## config.mk

```make
export PLATFORM = sky130hd
export DESIGN_NAME = serial_add_sched
export DESIGN_NICKNAME = d
export VERILOG_FILES = /design/src/rtl/serial_add_sched.sv
export SDC_FILE = /design/constraint.sdc
export NUM_CORES = 1
export LEC_CHECK = 0
export BUFFER_PORTS_ARGS = -buffer_cell sky130_fd_sc_hd__buf_2
export CAP_MARGIN = 10
export CORE_MARGIN = 2
export CORE_UTILIZATION = 30
export CTS_BUF_LIST = sky130_fd_sc_hd__clkbuf_8 sky130_fd_sc_hd__clkbuf_16
export DETAILED_ROUTE_END_ITERATION = 10
export MAX_ROUTING_LAYER = met4
export PLACE_DENSITY_LB_ADDON = 0.12
export REMOVE_ABC_BUFFERS = 1
export SYNTH_ARGS = -nofsm -noshare
export SYNTH_HDL_FRONTEND = slang
export SYNTH_SLANG_ARGS = --single-unit
```

## constraint.sdc

```tcl
create_clock -name clk -period 1.57 [get_ports clk]
set_clock_uncertainty 0.15 [all_clocks]
set_input_delay 0.3925 -clock clk [delete_from_list [all_inputs] [get_ports clk]]
set_output_delay 0.3925 -clock clk [all_outputs]
set_load 0.02 [all_outputs]
```

## src/rtl/serial_add_sched.sv

```systemverilog
// serial_add_sched: round-robin arbitrated front end for one shared bit-serial adder.
// Two requesters hand over WIDTH-bit operand pairs; the winner's operands are
// shifted LSB-first through a one-bit full adder with a carry flop, and the
// parallel result comes back with a one-cycle done pulse tagged by owner.
// Optional feature macro: SERIAL_SUB_EN (adds sub0/sub1 for a - b).
//
// state   | meaning
// S_IDLE  | waiting for a request, arbitrate on each edge
// S_SHIFT | WIDTH cycles, one sum bit per cycle
// S_DONE  | one cycle, done high with sum/cout valid
module serial_add_sched #(
    parameter int WIDTH = 4
) (
    input  logic             clk,
    input  logic             reset,
    input  logic             req0,
    input  logic             req1,
    input  logic [WIDTH-1:0] a0,
    input  logic [WIDTH-1:0] b0,
    input  logic [WIDTH-1:0] a1,
    input  logic [WIDTH-1:0] b1,
`ifdef SERIAL_SUB_EN
    input  logic             sub0,
    input  logic             sub1,
`endif
    output logic             ack0,
    output logic             ack1,
    output logic [WIDTH-1:0] sum,
    output logic             cout,
    output logic             done,
    output logic             owner,
    output logic             busy
);

    localparam int CW = (WIDTH > 1) ? $clog2(WIDTH) : 1;
    localparam logic [CW-1:0] LAST = CW'(WIDTH - 1);

    typedef enum logic [1:0] {
        S_IDLE,
        S_SHIFT,
        S_DONE
    } state_t;

    state_t           state;
    logic [WIDTH-1:0] a_sh;
    logic [WIDTH-1:0] b_sh;
    logic [WIDTH-1:0] acc;
    logic [CW-1:0]    cnt;
    logic             carry;
    logic             last_grant;

    logic             win;
    logic             sub_win;
    logic [WIDTH-1:0] b_win;
    logic             s_bit;
    logic             c_next;
    logic [WIDTH-1:0] acc_next;

    // Arbitration: a lone request wins; on a tie the one not served last wins.
    always_comb begin
        win = (req0 && req1) ? ~last_grant : req1;
`ifdef SERIAL_SUB_EN
        sub_win = win ? sub1 : sub0;
`else
        sub_win = 1'b0;
`endif
        b_win = win ? b1 : b0;
        if (sub_win) begin
            b_win = ~b_win;
        end
    end

    // One-bit full adder and the next value of the internal sum shifter.
    always_comb begin
        s_bit  = a_sh[0] ^ b_sh[0] ^ carry;
        c_next = (a_sh[0] & b_sh[0]) | (a_sh[0] & carry) | (b_sh[0] & carry);
        acc_next = acc >> 1;
        acc_next[WIDTH-1] = s_bit;
    end

    // Sequencer FSM; every output is registered here.
    always_ff @(posedge clk) begin
        if (reset) begin
            state      <= S_IDLE;
            a_sh       <= '0;
            b_sh       <= '0;
            acc        <= '0;
            cnt        <= '0;
            carry      <= 1'b0;
            last_grant <= 1'b1;
            ack0       <= 1'b0;
            ack1       <= 1'b0;
            sum        <= '0;
            cout       <= 1'b0;
            done       <= 1'b0;
            owner      <= 1'b0;
            busy       <= 1'b0;
        end else begin
            ack0 <= 1'b0;
            ack1 <= 1'b0;
            done <= 1'b0;
            case (state)
                S_IDLE: begin
                    if (req0 || req1) begin
                        a_sh       <= win ? a1 : a0;
                        b_sh       <= b_win;
                        carry      <= sub_win;
                        cnt        <= '0;
                        owner      <= win;
                        last_grant <= win;
                        ack0       <= ~win;
                        ack1       <= win;
                        busy       <= 1'b1;
                        state      <= S_SHIFT;
                    end
                end
                S_SHIFT: begin
                    a_sh  <= a_sh >> 1;
                    b_sh  <= b_sh >> 1;
                    carry <= c_next;
                    acc   <= acc_next;
                    cnt   <= cnt + 1'b1;
                    if (cnt == LAST) begin
                        // Publish only the finished word so sum holds between results.
                        sum   <= acc_next;
                        cout  <= c_next;
                        done  <= 1'b1;
                        state <= S_DONE;
                    end
                end
                S_DONE: begin
                    busy  <= 1'b0;
                    state <= S_IDLE;
                end
                default: begin
                    busy  <= 1'b0;
                    state <= S_IDLE;
                end
            endcase
        end
    end

endmodule

```

Word level (Yosys, flattened, before mapping):

Cells that the tools add are included.

* div/mod/pow operators: 0
* $add $sub $neg: 1
* shift operators: 0
* bitwise logic cells: 12
* eq/ne operators: 4
* reduce and logical (&&, ||, !) cells: 11
* muxes and demuxes: 17
* $mul: 0
* order comparisons: 0

Operators by type and width (count)
* $mux 4: 4
* $pmux 4 s2: 2
* $reduce_and 2->1: 5
* $pmux 2 s2: 2
* $mux 2: 3
* $not 1->1: 5
* $mux 1: 4
* $ne 2x2->1 const B: 2
* $pmux 1 s2: 2
* $and 1x1->1: 3
* $reduce_or 3->1: 1
* $add 2x1->2 const B: 1
* $eq 2x1->1 const B: 1
* $eq 2x2->1 const B: 1
* $logic_not 2->1: 1
* $or 1x1->1: 2
* $reduce_bool 2->1: 1
* $reduce_or 2->1: 1
* $xor 1x1->1: 2
* $logic_and 1x1->1: 1
* $logic_or 1x1->1: 1

* output and inout bits: 10
* memory bits (read-only): 0
* bits in writable memories: 0
* flip-flop bits (word level): 28
* word-level logic and storage cells: 59
* memories: 0
* bits in latches: 0

Longest topological paths before layout:

Gate-level depths: netlist of the first run.

* depth in word-level cells: 5
* depth in mapped cells: 4
* depth with buffers taken out: 4

Worst setup path after synthesis of the first run:

OpenSTA, ideal clock, no wires.

* kind: reg2reg
* from: reg state[1]
* to: reg last_grant
* clock period less this slack: 1399 ps
* data required time: 1298 ps
* stages on the path, launching flop included: 4
* data arrival time: 1128 ps
* setup time: 122 ps
* path slack: 171 ps
* buffers on the path: 1
* path through: dfxtp_1 -> buf_6 -> or3b_4 -> a221o_1

* longest elaborated chain between the ends: 2

RTL lines
* from (decl): RTL line 44 `state_t state;`
* from (signal assigned): RTL line 84 `state <= S_IDLE;`
* from (signal assigned): RTL line 114 `state <= S_SHIFT;`
* from (signal assigned): RTL line 128 `state <= S_DONE;`
* $logic_not 2->1: RTL line 102 `case (state)`
* $reduce_and 2->1 (no line)
* to (signal assigned): RTL line 110 `last_grant <= win;`
* to (decl): RTL line 50 `logic last_grant;`

No other way between the ends.
A chain may end at the register's enable or synchronous reset.

Worst setup path after layout of the first run:

* from: reg state[0]
* to: reg acc[1]

* longest elaborated chain between the ends: 1

RTL lines
* $eq 2x1->1: RTL line 102
* to (signal assigned): RTL line 121 `acc <= acc_next;`
* to (decl): RTL line 47 `logic [WIDTH-1:0] acc;`

No other way between the ends.

==> summary.txt, run 1 <==
Status
  • Status: finished, final reports clean

Logic synthesis
  • Post-synth ARST share: 0%
  • Ys Warns: 0
  • Yosys top cell area share: a little under half
  • Sequential share of the synthesized area: between 40% and 50%
  • Unique masters post-synth: 30
  • FF+latch count, synth: 27
  • Main combinational cell family by area after synthesis: simple AND/OR/NAND/NOR gates
  • Synth top area cells: dfxtp_1, nor3_1, nand3_1, mux2i_1, a21oi_1
  • Synthesized cell area: approximately 1200 um2
  • Syn_area_per_cell: roughly 8.7 um2
  • Mux cell area share after synthesis: 4.27%
  • Simple-Gate Fraction of Synth Area: about 25%
  • Post-Synth XOR/XNOR Area: 0%
  • Biggest area consumer among synthesized cells: dfxtp_1
  • Post-synth top flop: dfxtp_1
  • Number of flops mapped to enable cells by yosys: 0
  • Syn Inst Count: around 130
  • Compound-cell area share of the yosys netlist: 15.6%
  • Adder-Cell Fraction of Synth Area: ~2.8%

Cells and area
  • Final instance area: ~1400 um2
  • Synthesis-to-layout area growth: 22.6%
  • Final core occ: between 30% and 40%
  • Commonest non-fill, non-tap cell in the layout: buf_2
  • Share of cells above drive strength 1: 27.1%
  • Highest-count cells in the layout ignoring fill and taps: buf_2, dfxtp_1, nor3_1
  • Final nets: 189
  • Antenna cell count: 0

Clock tree
  • Clock sink count: 27
  • CTS H-tree depth: 1
  • Post-CTS Setup Inserts: 0
  • CTS tree: yes
  • CTS Buffer Depth: 2
  • Clock root buffer: clkbuf_8
  • CTS Hold Buffers Added: 0
  • Clk pin slew, worst setup/hold paths: 0.09 ns
  • Total clock buffers created by CTS: 3
  • Clock latency on the worst-skew pair: approximately 0.27 ns

Timing
  • Max_slew headroom: a little over 70%
  • Worst-Margin Slew: between 0.4 and 0.5 ns
  • Final Hold Vio Count: 0
  • RSZ-0062 raised after global routing: false
  • Final setup viols: 0
  • Fin crit share: between 90% and 100%
  • Worst setup margin: about 0.073 ns
  • Max frequency: 668 MHz
  • Slew Limit Fails: 0
  • Minimum clock period: approximately 1.5 ns

Min path
  • Min-delay worst type: in -> reg
  • Hold_sp: reset

Pwr
  • Max rail drop VDD: around 0.53 mV
  • Gate power share: ~15%
  • Internal power: around 990 uW
  • Switching part of the total: about 26%
  • Post-route total power: about 1.3 mW
  • Power share of the sequential group: 55.8%
  • Psw: between 300 and 400 uW
  • Power share of the clock group: between 20 and 30%
  • Pwr/cell area: a little over 900 nW/um2
  • Lkg Pwr: between 0.6 and 0.7 nW

Placed design
  • Place WS: -0.0544 ns
  • Placed cell areas: between 1000 and 1500 um2
  • Routability cong.: between 0.7 and 0.8
  • DPL Wire Length: ~1.9 mm
  • Number of port buffers: 29

Worst setup path
  • R2R Setup Slk: roughly 0.073 ns
  • Worst setup EP type: register
  • Critical path launch point: state[0]
  • Worst EP required: between 1.5 and 2 ns
  • CP arrival: 1.52 ns
  • Reg2Reg Capture Point: acc[1]
  • Worst setup path class: reg -> reg
  • Crit-path max FO: 11
  • Critical path startpoint category: register
  • R2R depth: 3
  • Worst setup path endpoint: acc[1]
  • RR Startpoint: state[0]

Global routing
  • GRT busiest layer: met2
  • All-Layer GR Usage: about an eighth
  • First-pass GRT wire length: around 4.3 mm
  • Grt met1 use: 15.8%
  • Met3 usage: under 10%
  • Vias in the first global route: 956
  • Met2 Use GR: 21.8%
  • Congestion Overflow GR: 0
  • Largest net degree at the start of global routing: 24
  • Antenna violations before repair: 0

Detailed routing
  • Vias: 1019
  • DR DRC count: 0
  • DR vias/cell: 4.76
  • Detailed Route WL: 2.59 mm
  • Remaining antenna violation count: 0
  • Iter 0 DRT Violations: 46
  • DRT Pass-1 Iters: 5
  • WL per Instance: between 10 and 15 um

Floorplan
  • Die Y: 66.5 um
  • Core footprint: approximately 3700 um2
  • Ports: 30
  • Die Width: about 67 um
  • Initial Utilization: 31.5%
  • Rows: 22
  • Die area: 4420 um2

Job
  • Max cap viols: 0
==> timing repair <==
action,4_1_cts,5_1_grt
gates cloned,0,1
resized for setup,1,0
endpoints found under the setup margin,2,2
==> logic make-up (layout without fill, tap and decap cells) <==
logic type | count (synthesis) | in the layout
flip-flops | 27 | 27
AND/OR/NAND/NOR | 58 | 59
AO/OA/AOI/OAI | 27 | 27
buffers and inverters | 15 | 46
multiplexers | 5 | 5
adder cells (fa/ha/maj) | 2 | 2
==> cell usage after synthesis, types with 2 or more instances <==
library cell / count
o21ai_0: 4
nand2_1: 8
o32ai_1: 5
dfxtp_1: 27
o22ai_1: 2
nand2b_1: 7
clkbuf_1: 3
nor3_1: 13
nor2b_1: 2
nand3_1: 11
mux2i_1: 5
nor2_1: 12
a21oi_1: 9
inv_1: 7
buf_2: 4
==> metrics by stage <==
stage	hold slack [ns]	std cells	setup TNS, ns
2_1_floorplan	0.276	126	0
3_3_place_gp	0.284	209	0
3_5_place_dp	0.289	209	-0.197
4_1_cts	0.223	213	0
5_1_grt	0.234	214	0
6_report	0.229	214	0
==> worst max-delay path: stages (launching register included) <==
cell,delay (ns)
dfxtp_1,0.50
and2b_1,0.45
mux2i_1,0.24
nor2_1,0.05
==> worst min path at each step <==
stage / to / slack, ns / depth (start not counted)
floorplan: a_sh[1] / 0.28 / 2
global placement: b_sh[2] / 0.28 / 2
detailed placement: b_sh[2] / 0.29 / 2
CTS: owner / 0.22 / 2
global route: owner / 0.23 / 2
finish: owner / 0.23 / 2
==> power groups by stage <==
stage               Clock, mW  Combinational (mW)  Sequential [mW]
floorplan                   0               0.113            0.766
global placement            0               0.195            0.760
detailed placement          0               0.199            0.761
CTS                     0.414               0.200            0.745
global route            0.436               0.222            0.752
finish                  0.392               0.198            0.746
==> sequential cells by signal, indices dropped and copies added, names as in the netlist <==
name / cells
a_sh: 4
acc: 3
ack0: 1
ack1: 1
b_sh: 4
busy: 1
carry: 1
cnt: 2
cout: 1
done: 1
last_grant: 1
owner: 1
state: 2
sum: 4
==> layer usage <==
layer	up-vias	routed length (um)	part of all wire [%]
met4	0	21	0.81
met1	458	1270	49
li1	531	-	-
met3	2	154	6.0
met5	-	0	0
met2	28	1150	44
==> area by class of cell <==
type                            count  area (um2)
Clock buffer                        3        41.3
Fill cell                         381        2280
Clock inverter                      1        5.00
Inverter                            7        26.3
Sequential cell                    27         541
Timing Repair Buffer               35         190
Tap cell                           48        60.1
Multi-Input combinational cell     93         574
(Power assumes the default switching activity.)
==> inputs of run 2 (changes only) <==
- ABC_AREA: not set -> 1
- CORE_UTILIZATION: 30 -> 33
==> summary.txt, run 2 <==
Pwr
  • Lkg Pwr: 0.796 nW (+31%)
  • Switching part of the total: 30.5% (+4.8 points)
  • Power share of the clock group: 26.3% (-3.0 points)
  • Pwr/cell area: 981 nW/um2 (+5.6%)
  • Psw: 465 uW (+36%)
  • Internal power: 1.06 mW (+6.7%)
  • Power share of the sequential group: 50.9% (-4.9 points)
  • Gate power share: 22.8% (+7.9 points)
  • Max rail drop VDD: 0.421 mV (-21%)

Logic synthesis
  • Yosys top cell area share: 41.5% (-4.6 points)
  • Sequential share of the synthesized area: 41.5% (-4.6 points)
  • Unique masters post-synth: 22 (-27%)
  • Syn Inst Count: 176 (+31%)
  • Number of flops mapped to enable cells by yosys: 0 (unchanged)
  • FF+latch count, synth: 27 (unchanged)
  • Biggest area consumer among synthesized cells: dfxtp_1
  • Synthesized cell area: 1300 um2 (+11%)
  • Main combinational cell family by area after synthesis: simple AND/OR/NAND/NOR gates
  • Ys Warns: 0 (unchanged)
  • Post-synth top flop: dfxtp_1
  • Syn_area_per_cell: 7.40 um2 (-15%)
  • Synth top area cells: dfxtp_1, nand3_1, nand2_1, a21oi_1, inv_1
  • Adder-Cell Fraction of Synth Area: 2.50% (-0.28 points)
  • Post-Synth XOR/XNOR Area: 0% (unchanged)
  • Post-synth ARST share: 0% (unchanged)
  • Commonest cells post-synth: nand2_1, nand3_1, inv_1
  • Simple-Gate Fraction of Synth Area: 30.7% (+5.3 points)
  • Compound-cell area share of the yosys netlist: 12.0% (-3.6 points)
  • Mux cell area share after synthesis: 0% (-4.3 points)

Worst setup path
  • Critical path launch point: sum[0]
  • R2R depth: 3 (unchanged)
  • Levels on crit path: 1 (-2)
  • CP delay by family, top: flip-flops
  • CP peak stage delay: 0.35 ns (-0.15 ns)
  • Critical path, cell by cell: buf_2
  • Worst EP required: 1.03 ns (-0.56 ns)
  • Critical path startpoint category: register
  • Worst setup EP type: output port
  • Number of buffers and inverters on the critical path: 1 (+1)
  • Slowest stage cell, crit path: dfxtp_1
  • Crit-path max FO: 2 (-9)
  • Worst setup path class: reg -> out
  • CP arrival: 0.80 ns (-0.72 ns)
  • RR Startpoint: a_sh[0]

Detailed routing
  • DRT Pass-1 Iters: 4 (-1)
  • Detailed Route WL: 2.69 mm (+4.0%)
  • Iter 0 DRT Violations: 42 (-8.7%)
  • WL per Instance: 10.6 um (-13%)
  • Vias: 1151 (+13%)
  • Remaining antenna violation count: 0 (unchanged)
  • DR DRC count: 0 (unchanged)
  • DR vias/cell: 4.51 (-5.2%)

Clock tree
  • Cts repair resizes: 0 (-1)
  • Post-CTS Setup Inserts: 0 (unchanged)
  • CTS Buffer Depth: 2 (unchanged)
  • Clock sink count: 27 (unchanged)
  • Clk pin slew, worst setup/hold paths: 0.10 ns (about the same)
  • Clock root buffer: clkbuf_8
  • Clock latency on the worst-skew pair: 0.27 ns (about the same)
  • CTS tree: yes
  • Total clock buffers created by CTS: 3 (unchanged)
  • CTS H-tree depth: 1 (unchanged)
  • CTS Hold Buffers Added: 0 (unchanged)

Floorplan
  • Core footprint: 3720 um2 (unchanged)
  • Initial Utilization: 35.1% (+3.5 points)
  • Ports: 30 (unchanged)
  • Die Width: 66.8 um (+0.47%)
  • Rows: 22 (unchanged)
  • Die Y: 66.8 um (+0.47%)
  • Die area: 4470 um2 (+0.93%)

Timing
  • Max_slew headroom: 70.4% (-0.35 points)
  • Worst-Margin Slew: 0.442 ns (+0.00355 ns)
  • Final Hold Vio Count: 0 (unchanged)
  • Setup TNS: 0 ns (unchanged)
  • Slew Limit Fails: 0 (unchanged)
  • Minimum clock period: 1.34 ns (-0.158 ns)
  • Final setup viols: 0 (unchanged)
  • Fin crit share: 85.2% (-10 points)
  • RSZ-0062 raised after global routing: false
  • Max frequency: 747 MHz (+12%)
  • Worst Hold Slack: 0.290 ns (+0.0601 ns)

Cells and area
  • Share of cells above drive strength 1: 25.1% (-2.0 points)
  • Final nets: 230 (+22%)
  • Top flop regs: a_sh x4, b_sh x4, sum x4
  • Reg area: 541 um2 (unchanged)
  • Area occupied by multi-input gates: 589 um2 (+2.6%)
  • Synthesis-to-layout area growth: 19.3%
  • Highest-count cells in the layout ignoring fill and taps: nand2_1, nand3_1, buf_2
  • Fillers: 419 (+10%)
  • Antenna cell count: 0 (unchanged)

Global routing
  • Largest net degree at the start of global routing: 34 (+42%)
  • Vias in the first global route: 1085 (+13%)
  • All-Layer GR Usage: 14.1% (+1.0 points)
  • First-pass GRT wire length: 4.69 mm (+8.3%)
  • Congestion Overflow GR: 0 (unchanged)
  • Antenna violations before repair: 0 (unchanged)

Status
  • Status: finished, final reports clean

Job
  • Max cap viols: 0 (unchanged)

Min path
  • Worst Hold Depth: 5 (+3)
  • Hold_sp: a0[1]
  • Min-delay worst type: in -> reg

Placed design
  • Number of port buffers: 29 (unchanged)
  • DPL Wire Length: 1.99 mm (+5.2%)
  • Routability cong.: 0.725 (-3.2%)
[run 2: path summary, 6_finish.rpt]
check / end / slack (ns)
worst min-delay path: a_sh[1] / 0.29
worst min register to register: owner / 0.32
worst max-delay path: sum[0] / 0.23
worst max register to register: acc[3] / 0.25
[run 2: layout make-up]
class	count	share of cell area, %
Tap cell	48	3.86
Inverter	32	7.89
Clock buffer	3	2.66
Timing Repair Buffer	34	12.6
Multi-Input combinational cell	110	37.9
Sequential cell	27	34.8
Clock inverter	1	0.322
[run 2: per-stage QoR]
step	cells	instance area, um2	utilization, %	total power [mW]	worst slack, ns
6_report	255	1550	41.8	1.52	0.232
5_1_grt	255	1550	41.8	1.62	0.162
4_1_cts	255	1550	41.8	1.55	0.219
3_5_place_dp	251	1510	40.6	1.14	0.128
3_3_place_gp	251	1510	40.6	1.14	0.148
2_1_floorplan	169	1250	-	1.02	0.309
[run 2: routing by layer]
metal | vias to the layer above | track usage (%) | routed length (um)
met4 | 0 | 3.83 | 34
met2 | 20 | 24.8 | 1280
met3 | 5 | 3.04 | 110
met1 | 509 | 16.3 | 1260
met5 | - | - | 0
li1 | 617 | - | -
[run 2: cell families after synthesis]
| logic type | after synthesis |
|---|---|
| adders and majority gates | 2 |
| and+or+nand+nor | 80 |
| DFF | 27 |
| AOI/OAI and AO/OA | 28 |
| buffers and inverters | 39 |
[run 2: power by group through the flow]
stage | sequential (mW) | clock (mW) | combinational, mW
2_1_floorplan | 0.800 | 0 | 0.219
3_3_place_gp | 0.791 | 0 | 0.348
3_5_place_dp | 0.792 | 0 | 0.351
4_1_cts | 0.777 | 0.418 | 0.352
5_1_grt | 0.784 | 0.435 | 0.398
6_report | 0.776 | 0.401 | 0.347
==> inputs of run 3 (changes only) <==
- PLACE_DENSITY_LB_ADDON: 0.12 -> not set
==> summary.txt, run 3 (synthesis results as in run 2) <==
Placed design
  • Number of port buffers: 29 (unchanged)
  • Routability cong.: 0.736 (+1.6%)
  • DPL Wire Length: 1.91 mm (-4.2%)

Status
  • Status: finished, final reports clean

Worst setup path
  • CP delay by family, top: flip-flops
  • Critical path startpoint category: register
  • Critical path, cell by cell: buf_2
  • Slowest stage cell, crit path: dfxtp_1
  • Worst setup EP type: output port
  • Crit-path max FO: 2 (unchanged)
  • CP peak stage delay: 0.35 ns (about the same)
  • Worst EP required: 1.03 ns (about the same)
  • Number of buffers and inverters on the critical path: 1 (unchanged)
  • Worst setup path class: reg -> out
  • CP arrival: 0.79 ns (about the same)

Timing
  • Worst-Margin Slew: 0.202 ns (-0.241 ns)
  • Final Hold Vio Count: 0 (unchanged)
  • Slew Limit Fails: 0 (unchanged)
  • Max_slew headroom: 86.6% (+16 points)
  • Max frequency: 752 MHz (+0.69%)
  • Final setup viols: 0 (unchanged)
  • Minimum clock period: 1.33 ns (-0.00921 ns)
  • Setup TNS: 0 ns (unchanged)
  • RSZ-0062 raised after global routing: false
  • Fin crit share: 84.7% (-0.59 points)
  • Worst Hold Slack: 0.275 ns (-0.0141 ns)

Floorplan
  • Die area: 4470 um2 (unchanged)
  • Ports: 30 (unchanged)
  • Core footprint: 3720 um2 (unchanged)
  • Die Width: 66.8 um (unchanged)
  • Rows: 22 (unchanged)
  • Die Y: 66.8 um (unchanged)
  • Initial Utilization: 35.1% (unchanged)

Cells and area
  • Share of cells above drive strength 1: 25.1% (unchanged)
  • Highest-count cells in the layout ignoring fill and taps: nand2_1, nand3_1, buf_2
  • Synthesis-to-layout area growth: 20.3%
  • Top flop regs: a_sh x4, b_sh x4, sum x4
  • Final nets: 230 (unchanged)
  • Antenna cell count: 0 (unchanged)
  • Fillers: 418 (-0.24%)

Clock tree
  • Clock sink count: 27 (unchanged)
  • Total clock buffers created by CTS: 3 (unchanged)
  • CTS tree: yes
  • Post-CTS Setup Inserts: 0 (unchanged)
  • Clk pin slew, worst setup/hold paths: 0.09 ns (about the same)
  • CTS Buffer Depth: 2 (unchanged)
  • Clock root buffer: clkbuf_8
  • CTS Hold Buffers Added: 0 (unchanged)
  • Cts repair resizes: 0 (unchanged)
  • CTS H-tree depth: 1 (unchanged)
  • Clock latency on the worst-skew pair: 0.27 ns (about the same)

Detailed routing
  • Iter 0 DRT Violations: 45 (+7.1%)
  • Vias: 1146 (-0.43%)
  • Detailed Route WL: 2.53 mm (-5.9%)
  • Remaining antenna violation count: 0 (unchanged)
  • DR vias/cell: 4.49 (-0.43%)
  • WL per Instance: 9.93 um (-5.9%)
  • DR DRC count: 0 (unchanged)
  • DRT Pass-1 Iters: 4 (unchanged)

Pwr
  • Post-route total power: 1.52 mW (-0.25%)
  • Pwr/cell area: 971 nW/um2 (-1.0%)
  • Max rail drop VDD: 0.286 mV (-32%)
  • Lkg Pwr: 0.802 nW (+0.66%)

Global routing
  • Grt met1 use: 16.4% (+0.12 points)
  • Vias in the first global route: 1120 (+3.2%)
  • GRT busiest layer: met2
  • Met3 usage: 2.03% (-1.0 points)
  • First-pass GRT wire length: 4.64 mm (-1.2%)
  • Antenna violations before repair: 0 (unchanged)
  • Congestion Overflow GR: 0 (unchanged)
  • Met2 Use GR: 23.3% (-1.5 points)
  • Largest net degree at the start of global routing: 34 (unchanged)
  • All-Layer GR Usage: 13.7% (-0.40 points)

Min path
  • Min-delay worst type: in -> reg

Job
  • Max cap viols: 0 (unchanged)
[run 3: report_power, final]
part	leakage, nW	internal [mW]	switching [mW]
Combinational	0.554	0.140	0.210
Sequential	0.222	0.746	0.0300
Clock	0.0255	0.178	0.217
[run 3: layout make-up]
| class | instances | area (um2) | area share, % |
|---|---|---|---|
| Clock buffer | 3 | 41.3 | 2.64 |
| Timing Repair Buffer | 34 | 208 | 13.3 |
| Clock inverter | 1 | 5.00 | 0.319 |
| Inverter | 32 | 123 | 7.83 |
| Sequential cell | 27 | 541 | 34.5 |
| Multi-Input combinational cell | 110 | 589 | 37.6 |
| Tap cell | 48 | 60.1 | 3.83 |
[run 3: per-layer routing]
metal  wire length (um)  vias to the layer above
met5                  0                        -
met4                 44                        0
met3                 90                        4
met2               1160                       21
met1               1230                      502
li1                   -                      619
[run 3: worst paths after layout]
| kind | startpoint | endpoint | slack, ns | cells after the start |
|---|---|---|---|---|
| worst min register to register | cnt[0] | cnt[0] | 0.32 | 1 |
| worst max register to register | a_sh[0] | acc[3] | 0.28 | 3 |
| worst min-delay path | reset | sum[0] | 0.28 | 2 |
| worst max-delay path | cout | cout | 0.24 | 1 |
[run 3: stage by stage]
stage	setup slack (ns)	std cells	instance area, um2	util [%]
4_1_cts	0.232	255	1570	42.2
3_3_place_gp	0.164	251	1520	40.9
5_1_grt	0.173	255	1570	42.2
6_report	0.241	255	1570	42.2
3_5_place_dp	0.168	251	1520	40.9
2_1_floorplan	0.309	169	1250	-
